### config.mk
export PLATFORM = sky130hd
export DESIGN_NAME = spi_sensor_slave
export DESIGN_NICKNAME = d
export VERILOG_FILES = /design/src/rtl/spi_sensor_slave.sv
export SDC_FILE = /design/constraint.sdc
export NUM_CORES = 1
export LEC_CHECK = 0
export CORE_MARGIN = 3
export CORE_UTILIZATION = 40
export DETAILED_ROUTE_END_ITERATION = 16
export PLACE_DENSITY_LB_ADDON = 0.12
export REMOVE_ABC_BUFFERS = 1
export SLEW_MARGIN = 25
export SYNTH_ARGS = -nofsm -noshare
export SYNTH_HDL_FRONTEND = slang
export SYNTH_SLANG_ARGS = --single-unit
### constraint.sdc
create_clock -name clk -period 2 [get_ports clk]
set_input_delay 0.4 -clock clk [delete_from_list [all_inputs] [get_ports clk]]
set_output_delay 0.4 -clock clk [all_outputs]
set_load 0.05 [all_outputs]
### src/rtl/spi_sensor_slave.sv
// SPI responder emulating the 13-bit serial sensor.
// It synchronises the master's nCS and sck into the clk domain. At chip-select
// assertion it loads the frame {data, zero pad}, then shifts it out MSB-first on
// miso. At chip-select release it reports whether exactly one full frame of
// sck rising edges was seen.
module spi_sensor_slave #(
    parameter int DATA_W = 13,
    parameter int PAD_W  = 3
) (
    input  logic              clk,
    input  logic              rst,
    input  logic              nCS,
    input  logic              sck,
    output logic              miso,
    input  logic [DATA_W-1:0] Din,
    input  logic              din_valid,
    output logic              busy,
    output logic              frame_done,
    output logic              frame_err
);

    localparam int FRAME_W = DATA_W + PAD_W;
    localparam int CNT_W   = 5;

    localparam logic [0:0] ST_IDLE  = 1'b0;
    localparam logic [0:0] ST_SHIFT = 1'b1;

    localparam logic [CNT_W-1:0] FULL_CNT = CNT_W'(FRAME_W);

    logic               r_ncs_s1, r_ncs_s2, r_ncs_d;
    logic               r_sck_s1, r_sck_s2, r_sck_d;
    logic [1:0]         r_vld;
    logic               r_armed;
    logic [0:0]         r_state;
    logic [FRAME_W-1:0] r_shr;
    logic [CNT_W-1:0]   r_rise_cnt;
    logic [DATA_W-1:0]  r_hold;
    logic               r_fin, r_fin_ok;
    logic               r_done, r_err;

    logic               w_ncs_fall, w_ncs_rise;
    logic               w_sck_rise, w_sck_fall;
    logic [DATA_W-1:0]  w_next_word;

    // Two-stage synchronisers plus one delay stage for edge detection
    always_ff @(posedge clk) begin
        if (rst) begin
            r_ncs_s1 <= 1'b1;
            r_ncs_s2 <= 1'b1;
            r_ncs_d  <= 1'b1;
            r_sck_s1 <= 1'b0;
            r_sck_s2 <= 1'b0;
            r_sck_d  <= 1'b0;
        end else begin
            r_ncs_s1 <= nCS;
            r_ncs_s2 <= r_ncs_s1;
            r_ncs_d  <= r_ncs_s2;
            r_sck_s1 <= sck;
            r_sck_s2 <= r_sck_s1;
            r_sck_d  <= r_sck_s2;
        end
    end

    // Arm the frame start only after a genuine synced-high nCS has been seen,
    // so a chip select that is already low when reset releases is not joined
    always_ff @(posedge clk) begin
        if (rst) begin
            r_vld   <= '0;
            r_armed <= 1'b0;
        end else begin
            r_vld <= {r_vld[0], 1'b1};
            if (r_vld[1] && r_ncs_s2)
                r_armed <= 1'b1;
        end
    end

    assign w_ncs_fall  = r_armed & r_ncs_d & ~r_ncs_s2;
    assign w_ncs_rise  = ~r_ncs_d & r_ncs_s2;
    assign w_sck_rise  = r_sck_s2 & ~r_sck_d;
    assign w_sck_fall  = ~r_sck_s2 & r_sck_d;
    assign w_next_word = din_valid ? Din : r_hold;

    // Holding register for the next payload word, updated at any time
    always_ff @(posedge clk) begin
        if (rst)
            r_hold <= '0;
        else if (din_valid)
            r_hold <= Din;
    end

    // Frame FSM: load at chip-select assertion, count rises, shift on falls
    always_ff @(posedge clk) begin
        if (rst) begin
            r_state    <= ST_IDLE;
            r_shr      <= '0;
            r_rise_cnt <= '0;
            r_fin      <= 1'b0;
            r_fin_ok   <= 1'b0;
        end else begin
            r_fin <= 1'b0;
            case (r_state)
                ST_IDLE: begin
                    if (w_ncs_fall) begin
                        r_state    <= ST_SHIFT;
                        r_shr      <= {w_next_word, {PAD_W{1'b0}}};
                        r_rise_cnt <= '0;
                    end
                end
                ST_SHIFT: begin
                    if (w_ncs_rise) begin
                        r_state  <= ST_IDLE;
                        r_fin    <= 1'b1;
                        r_fin_ok <= (r_rise_cnt == FULL_CNT);
                    end else begin
                        if (w_sck_rise && (r_rise_cnt != '1))
                            r_rise_cnt <= r_rise_cnt + 1'b1;
                        if (w_sck_fall && (r_rise_cnt != '0))
                            r_shr <= {r_shr[FRAME_W-2:0], 1'b0};
                    end
                end
                default: r_state <= ST_IDLE;
            endcase
        end
    end

    // End-of-frame status pulses, one cycle after the FSM returns to idle
    always_ff @(posedge clk) begin
        if (rst) begin
            r_done <= 1'b0;
            r_err  <= 1'b0;
        end else begin
            r_done <= r_fin & r_fin_ok;
            r_err  <= r_fin & ~r_fin_ok;
        end
    end

    assign busy       = (r_state == ST_SHIFT);
    assign miso       = busy & r_shr[FRAME_W-1];
    assign frame_done = r_done;
    assign frame_err  = r_err;

endmodule

==> results of run 1 <==
[cells by family after synthesis]
kind of cell / count (synthesis) / synth area share (%)
simple gates: 69 / 20.62
mux: 14 / 7.563
buf+inv: 18 / 5.488
flops: 45 / 48.19
fa+ha+maj: 3 / 2.008
compound gates: 47 / 15.19
xor+xnor: 2 / 0.9373
[layout make-up]
cell class,instances,share of cell area [%]
repair buffers,29,13.34
multi-input cells,135,38.15
flip-flops and latches,45,39.69
inverters,4,0.6615
clock inverters,2,1.654
clock buffers,6,3.638
well taps,52,2.867
[Yosys cell counts, types with 4 or more instances]
cell type,instances,area (sq um)
dfxtp_1,45,900.9
nor2_1,18,67.56
a21oi_1,15,75.07
nand2_1,14,52.55
o21ai_0,14,70.07
mux2i_1,13,130.1
nand3_1,11,55.05
o21ai_1,10,50.05
buf_2,4,20.02
clkbuf_1,4,15.01
inv_1,4,15.01
nor2b_1,4,25.02
[layer usage]
metal | wire (um) | up-vias
li1 | - | 728
met1 | 1809 | 700
met2 | 1773 | 41
met3 | 205 | 5
met4 | 40 | 0
met5 | 0 | -
[path summary, 6_finish.rpt]
kind / start / to / slack (ns) / cells after the start
hold / removal: r_ncs_s1 / r_ncs_s2 / 0.41 / 1
setup / recovery: frame_done / frame_done / 0.19 / 1
hold reg to reg: r_ncs_s1 / r_ncs_s2 / 0.41 / 1
setup reg to reg: r_rise_cnt[0] / r_rise_cnt[0] / 0.20 / 7
[report_power, final]
group / switching, mW / leakage [nW] / internal, mW
Combinational: 0.0585 / 0.457 / 0.0667
Sequential: 0.0111 / 0.367 / 0.922
Clock: 0.309 / 0.0574 / 0.406
[sequential cells by signal (all words and copies together) (netlist names), 2 cells and up]
signal	flops
r_hold	13
r_rise_cnt	5
r_shr	13
r_vld	2
[metrics by stage]
step / TNS [ns] / area [sq um] / instances / power, mW
2_1_floorplan: -0.5088 / 1782 / 184 / 1.005
3_3_place_gp: 0 / 2150 / 265 / 1.076
3_5_place_dp: 0 / 2150 / 265 / 1.079
4_1_cts: 0 / 2270 / 273 / 1.790
5_1_grt: 0 / 2270 / 273 / 1.833
6_report: 0 / 2270 / 273 / 1.773
==> results by group, run 1 <==
Min path
  • Hold Path Class: flop to flop

Finish
  • Commonest non-fill, non-tap cell in the layout: dfxtp_1
  • Final layout net count: 241
  • Filler cells: 413
  • FF/Latch Area: 900.9 sq um
  • Layout Utilization: 51.07%
  • Multi-input gate area: 865.8 sq um
  • Commonest cells after routing, fill and taps aside: 45 x dfxtp_1, 19 x clkdlybuf4s50_1, 18 x nor2_1
  • Antenna diode count: 0
  • Area grow syn2layout: 21.42%
  • Layout cells sized above 1: 13.12%

Routing
  • Initial drt markers: 100
  • DR vias/cell: 5.399
  • Number of remaining DRC errors: 0
  • DRT antenna net count: 0
  • Initial DRT Pass Iterations: 4
  • Vias: 1474
  • Avg WL per Cell: 14.02 um
  • Detailed Route WL: 3827 um

Yosys
  • Mapped Avg Cell Area: 9.441 sq um
  • Number of flops mapped to enable cells by yosys: 0
  • Synth cell types: 39
  • Ys flop type: dfxtp_1
  • Synth async-reset ratio: 0%
  • Synthesized flop and latch total: 45
  • Mapped Area: 1869 sq um
  • Mapped Cells: 198
  • YS warnings: 0
  • Sequential area share after synthesis: 48.19%

Critical path
  • Setup crit end kind: output port
  • CP max stage delay: 0.80 ns
  • WS Path Type: flop to output port
  • Crit path required time: 1.60 ns
  • Crit path DAT: 1.41 ns
  • Crit-path max FO: 1
  • Critical path startpoint category: flop
  • Slowest CP cell: clkdlybuf4s50_1
  • Crit path buf inv count: 1
  • Critical path's top delay family: buffers and inverters
  • CP cell instances: clkdlybuf4s50_1

STA
  • Slew at the pin closest to its max-slew limit: 0.4994 ns
  • Maximum clock frequency: 553.7 MHz
  • Final Skew: 0.01139 ns
  • Tcrit/Tclk final: 90.31%
  • Final setup violation count: 0
  • Setup WS post-layout: 0.1939 ns
  • Final Hold Viols: 0
  • Minimum hold slack: 0.4137 ns
  • Minimum clock period after layout: 1.806 ns
  • Slew Viols, Final: 0
  • Slew HR: 66.60%
  • Unrepaired setup endpoints after global routing: no

Clocking
  • CTS tree: done
  • Max H-tree Level: 2
  • Worst-Skew Late Latency: 0.30 ns
  • Clock slew at reported path FFs: 0.08 ns
  • Num CTS Buffers: 5
  • Clock tree sinks: 45
  • Clock root cell: clkbuf_8
  • CTS resizes: 0
  • Setup Buffers After CTS: 0
  • Hold buffers post-CTS: 0
  • Largest buffer count on any clock path: 2

Die
  • IO Pins: 22
  • Initial core utilization: 42.06%
  • Die W: 74.36 um
  • Chip height: 74.36 um
  • Core Footprint: 4444 sq um
  • Num rows: 24
  • Die ar.: 5529 sq um

Place
  • HPWL after detailed placement: 2556 um
  • Setup slack after placement: 0.2078 ns
  • Port bufs: 21
  • Final RePlAce weighted congestion: 0.7663

Global routing
  • GRT Total Usage: 14.43%
  • Largest net degree at the start of global routing: 41
  • Met1 Usage GRT: 18.41%
  • GRT Max-Usage Layer: met2
  • Met3 usage: 4.189%
  • Initial antenna violation count: 0
  • Total gr overflow: 0
  • Vias in the first global route: 1332
  • GRT met2 Usage: 22.93%
  • Global-route wire length before repair: 6065 um

Flow run
  • Max-capacitance violation count: 0

Pwr
  • Cell Pwr Density: 781.0 nW/um^2
  • Worst VDD drop: 302.1 uV
  • P_leak: 0.8818 nW

Outcome
  • Run status: finished clean
Power figures use the tool's default switching activity.
==> run 2, diff against run 1 <==
CORE_MARGIN = 4   (was 3)
SLEW_MARGIN = 10   (was 25)
==> run 2 against run 1 <==
Against the previous run: clock power shrank 1%; largest cell class unchanged; critical path depth grew 2; count of clock-buffer cells in the layout is the same; final cell count shrank 0.37%; worst hold slack lost 0.0032 ns; critical endpoint is now miso; sequential share of layout area grew 0.13 points; power shrank 0.41%; routed wire length shrank 3.3%; core utilization shrank 0.17 points.
==> results by group, run 2 (synthesis gave the netlist of run 1 again) <==
Die
  • IO Pins: 22 (unchanged)
  • Chip height: 76.36 um (was 74.36 um)
  • Initial core utilization: 42.06% (unchanged)
  • Num rows: 24 (unchanged)
  • Core Footprint: 4444 sq um (unchanged)
  • Die W: 76.36 um (was 74.36 um)
  • Die ar.: 5831 sq um (was 5529 sq um)

Clocking
  • CTS resizes: 0 (unchanged)
  • Num CTS Buffers: 5 (unchanged)
  • Largest buffer count on any clock path: 2 (unchanged)
  • Clock tree sinks: 45 (unchanged)
  • Clock slew at reported path FFs: 0.08 ns (about the same)
  • Setup Buffers After CTS: 0 (unchanged)
  • Clock root cell: clkbuf_8 (unchanged)
  • Hold buffers post-CTS: 0 (unchanged)
  • CTS tree: done (unchanged)
  • Max H-tree Level: 2 (unchanged)
  • Worst-Skew Late Latency: 0.29 ns (was 0.30 ns)

Finish
  • Area grow syn2layout: 21.02% (was 21.42%)
  • Antenna diode count: 0 (unchanged)
  • Commonest non-fill, non-tap cell in the layout: dfxtp_1 (unchanged)
  • Final layout net count: 240 (was 241)
  • Commonest cells after routing, fill and taps aside: 45 x dfxtp_1, 19 x clkdlybuf4s50_1, 18 x nor2_1 (unchanged)
  • Leading registers by flop count: r_hold x13, r_shr x13, r_rise_cnt x5 (unchanged)
  • Fin cells: 272 (was 273)
  • Layout cells sized above 1: 12.73% (was 13.12%)
  • Filler cells: 430 (was 413)

Global routing
  • Vias in the first global route: 1440 (was 1332)
  • GRT Total Usage: 13.51% (was 14.43%)
  • Total gr overflow: 0 (unchanged)
  • Initial antenna violation count: 0 (unchanged)
  • Largest net degree at the start of global routing: 41 (unchanged)
  • Global-route wire length before repair: 6430 um (was 6065 um)

Pwr
  • P_leak: 0.8776 nW (was 0.8818 nW)
  • Sw Pwr: 371.1 uW (was 378.3 uW)
  • Clock power share: 40.1% (was 40.3%)
  • Cell Pwr Density: 780.4 nW/um^2 (was 781.0 nW/um^2)
  • Internal: 1.394 mW (about the same)
  • Power share of the combinational group: 7.0% (was 7.1%)
  • Total power: 1.765 mW (was 1.773 mW)
  • Flop pwr share: 52.8% (was 52.6%)
  • Sw Share: 21.02% (was 21.34%)
  • Worst VDD drop: 339.8 uV (was 302.1 uV)

Routing
  • DR vias/cell: 5.254 (was 5.399)
  • DRT antenna net count: 0 (unchanged)
  • Avg WL per Cell: 13.61 um (was 14.02 um)
  • Initial DRT Pass Iterations: 4 (unchanged)
  • Number of remaining DRC errors: 0 (unchanged)
  • Vias: 1429 (was 1474)
  • Initial drt markers: 91 (was 100)
  • Detailed Route WL: 3701 um (was 3827 um)

STA
  • Final Skew: 0.004620 ns (was 0.01139 ns)
  • Setup WS post-layout: 0.1249 ns (was 0.1939 ns)
  • Minimum clock period after layout: 1.875 ns (was 1.806 ns)
  • Setup TNS: 0 ns (unchanged)
  • Tcrit/Tclk final: 93.76% (was 90.31%)
  • Final Hold Viols: 0 (unchanged)
  • Slew at the pin closest to its max-slew limit: 0.5044 ns (was 0.4994 ns)
  • Final setup violation count: 0 (unchanged)
  • Slew Viols, Final: 0 (unchanged)
  • Unrepaired setup endpoints after global routing: no (unchanged)
  • Slew HR: 66.27% (was 66.60%)
  • Maximum clock frequency: 533.3 MHz (was 553.7 MHz)

Critical path
  • Setup crit end kind: output port (unchanged)
  • Worst r2r path cells: 7 (unchanged)
  • Crit path required time: 1.60 ns (about the same)
  • Critical path startpoint category: flop (unchanged)
  • Crit path DAT: 1.48 ns (was 1.41 ns)
  • WS Path Type: flop to output port (unchanged)
  • Crit-path max FO: 18 (was 1)

Min path
  • Hold Path Class: flop to flop (unchanged)
  • Hold depth: 1 (unchanged)

Place
  • Final RePlAce weighted congestion: 0.7812 (was 0.7663)
  • HPWL after detailed placement: 2509 um (was 2556 um)
  • Setup slack after placement: 0.2126 ns (was 0.2078 ns)
  • Port bufs: 21 (unchanged)
  • DP Cell Count: 264 (was 265)

Flow run
  • Max-capacitance violation count: 0 (unchanged)

Outcome
  • Run status: finished clean (unchanged)
## run 2: worst paths after layout
check	startpoint	end	slack, ns
hold reg to reg	r_ncs_s1	r_ncs_s2	0.41
hold / removal	r_ncs_s1	r_ncs_s2	0.41
setup / recovery	busy	miso	0.12
setup reg to reg	r_rise_cnt[0]	r_shr[8]	0.19
## run 2: power groups by stage
stage / sequential (mW) / clock (mW) / combinational (mW)
6_report: 0.933 / 0.708 / 0.124
5_1_grt: 0.936 / 0.762 / 0.138
4_1_cts: 0.933 / 0.728 / 0.125
3_5_place_dp: 0.954 / 0 / 0.125
3_3_place_gp: 0.954 / 0 / 0.122
2_1_floorplan: 0.954 / 0 / 0.0508
## run 2: worst max-delay path, stage by stage (launching register included)
cell and delay, ns:
dfxtp_1 0.56, buf_4 0.28, and2_1 0.20, buf_12 0.14
## run 2: layout make-up
cell class	count	area, sq um	area share [%]
Clock buffer	6	82.58	3.650
Timing Repair Buffer	28	295.3	13.05
Multi-Input combinational cell	135	865.8	38.27
Clock inverter	2	37.54	1.659
Tap cell	52	65.06	2.876
Sequential cell	45	900.9	39.82
Inverter	4	15.01	0.6637
## run 2: through the flow
stage	hold WS (ns)	cell area [sq um]	util [%]
finish	0.4105	2262	50.90
CTS	0.4142	2262	50.90
detailed placement	0.4011	2142	48.20
global placement	0.4019	2142	48.20
floorplan	0.3895	1782	-
global route	0.4228	2262	50.90
## run 2: routing by layer
layer | up-vias | GRT usage (%) | part of all wire [%]
met5 | - | 0 | 0
met4 | 0 | 6.884 | 1.9
met3 | 8 | 3.191 | 5.1
met2 | 34 | 21.18 | 46
met1 | 659 | 17.28 | 47
li1 | 728 | - | -
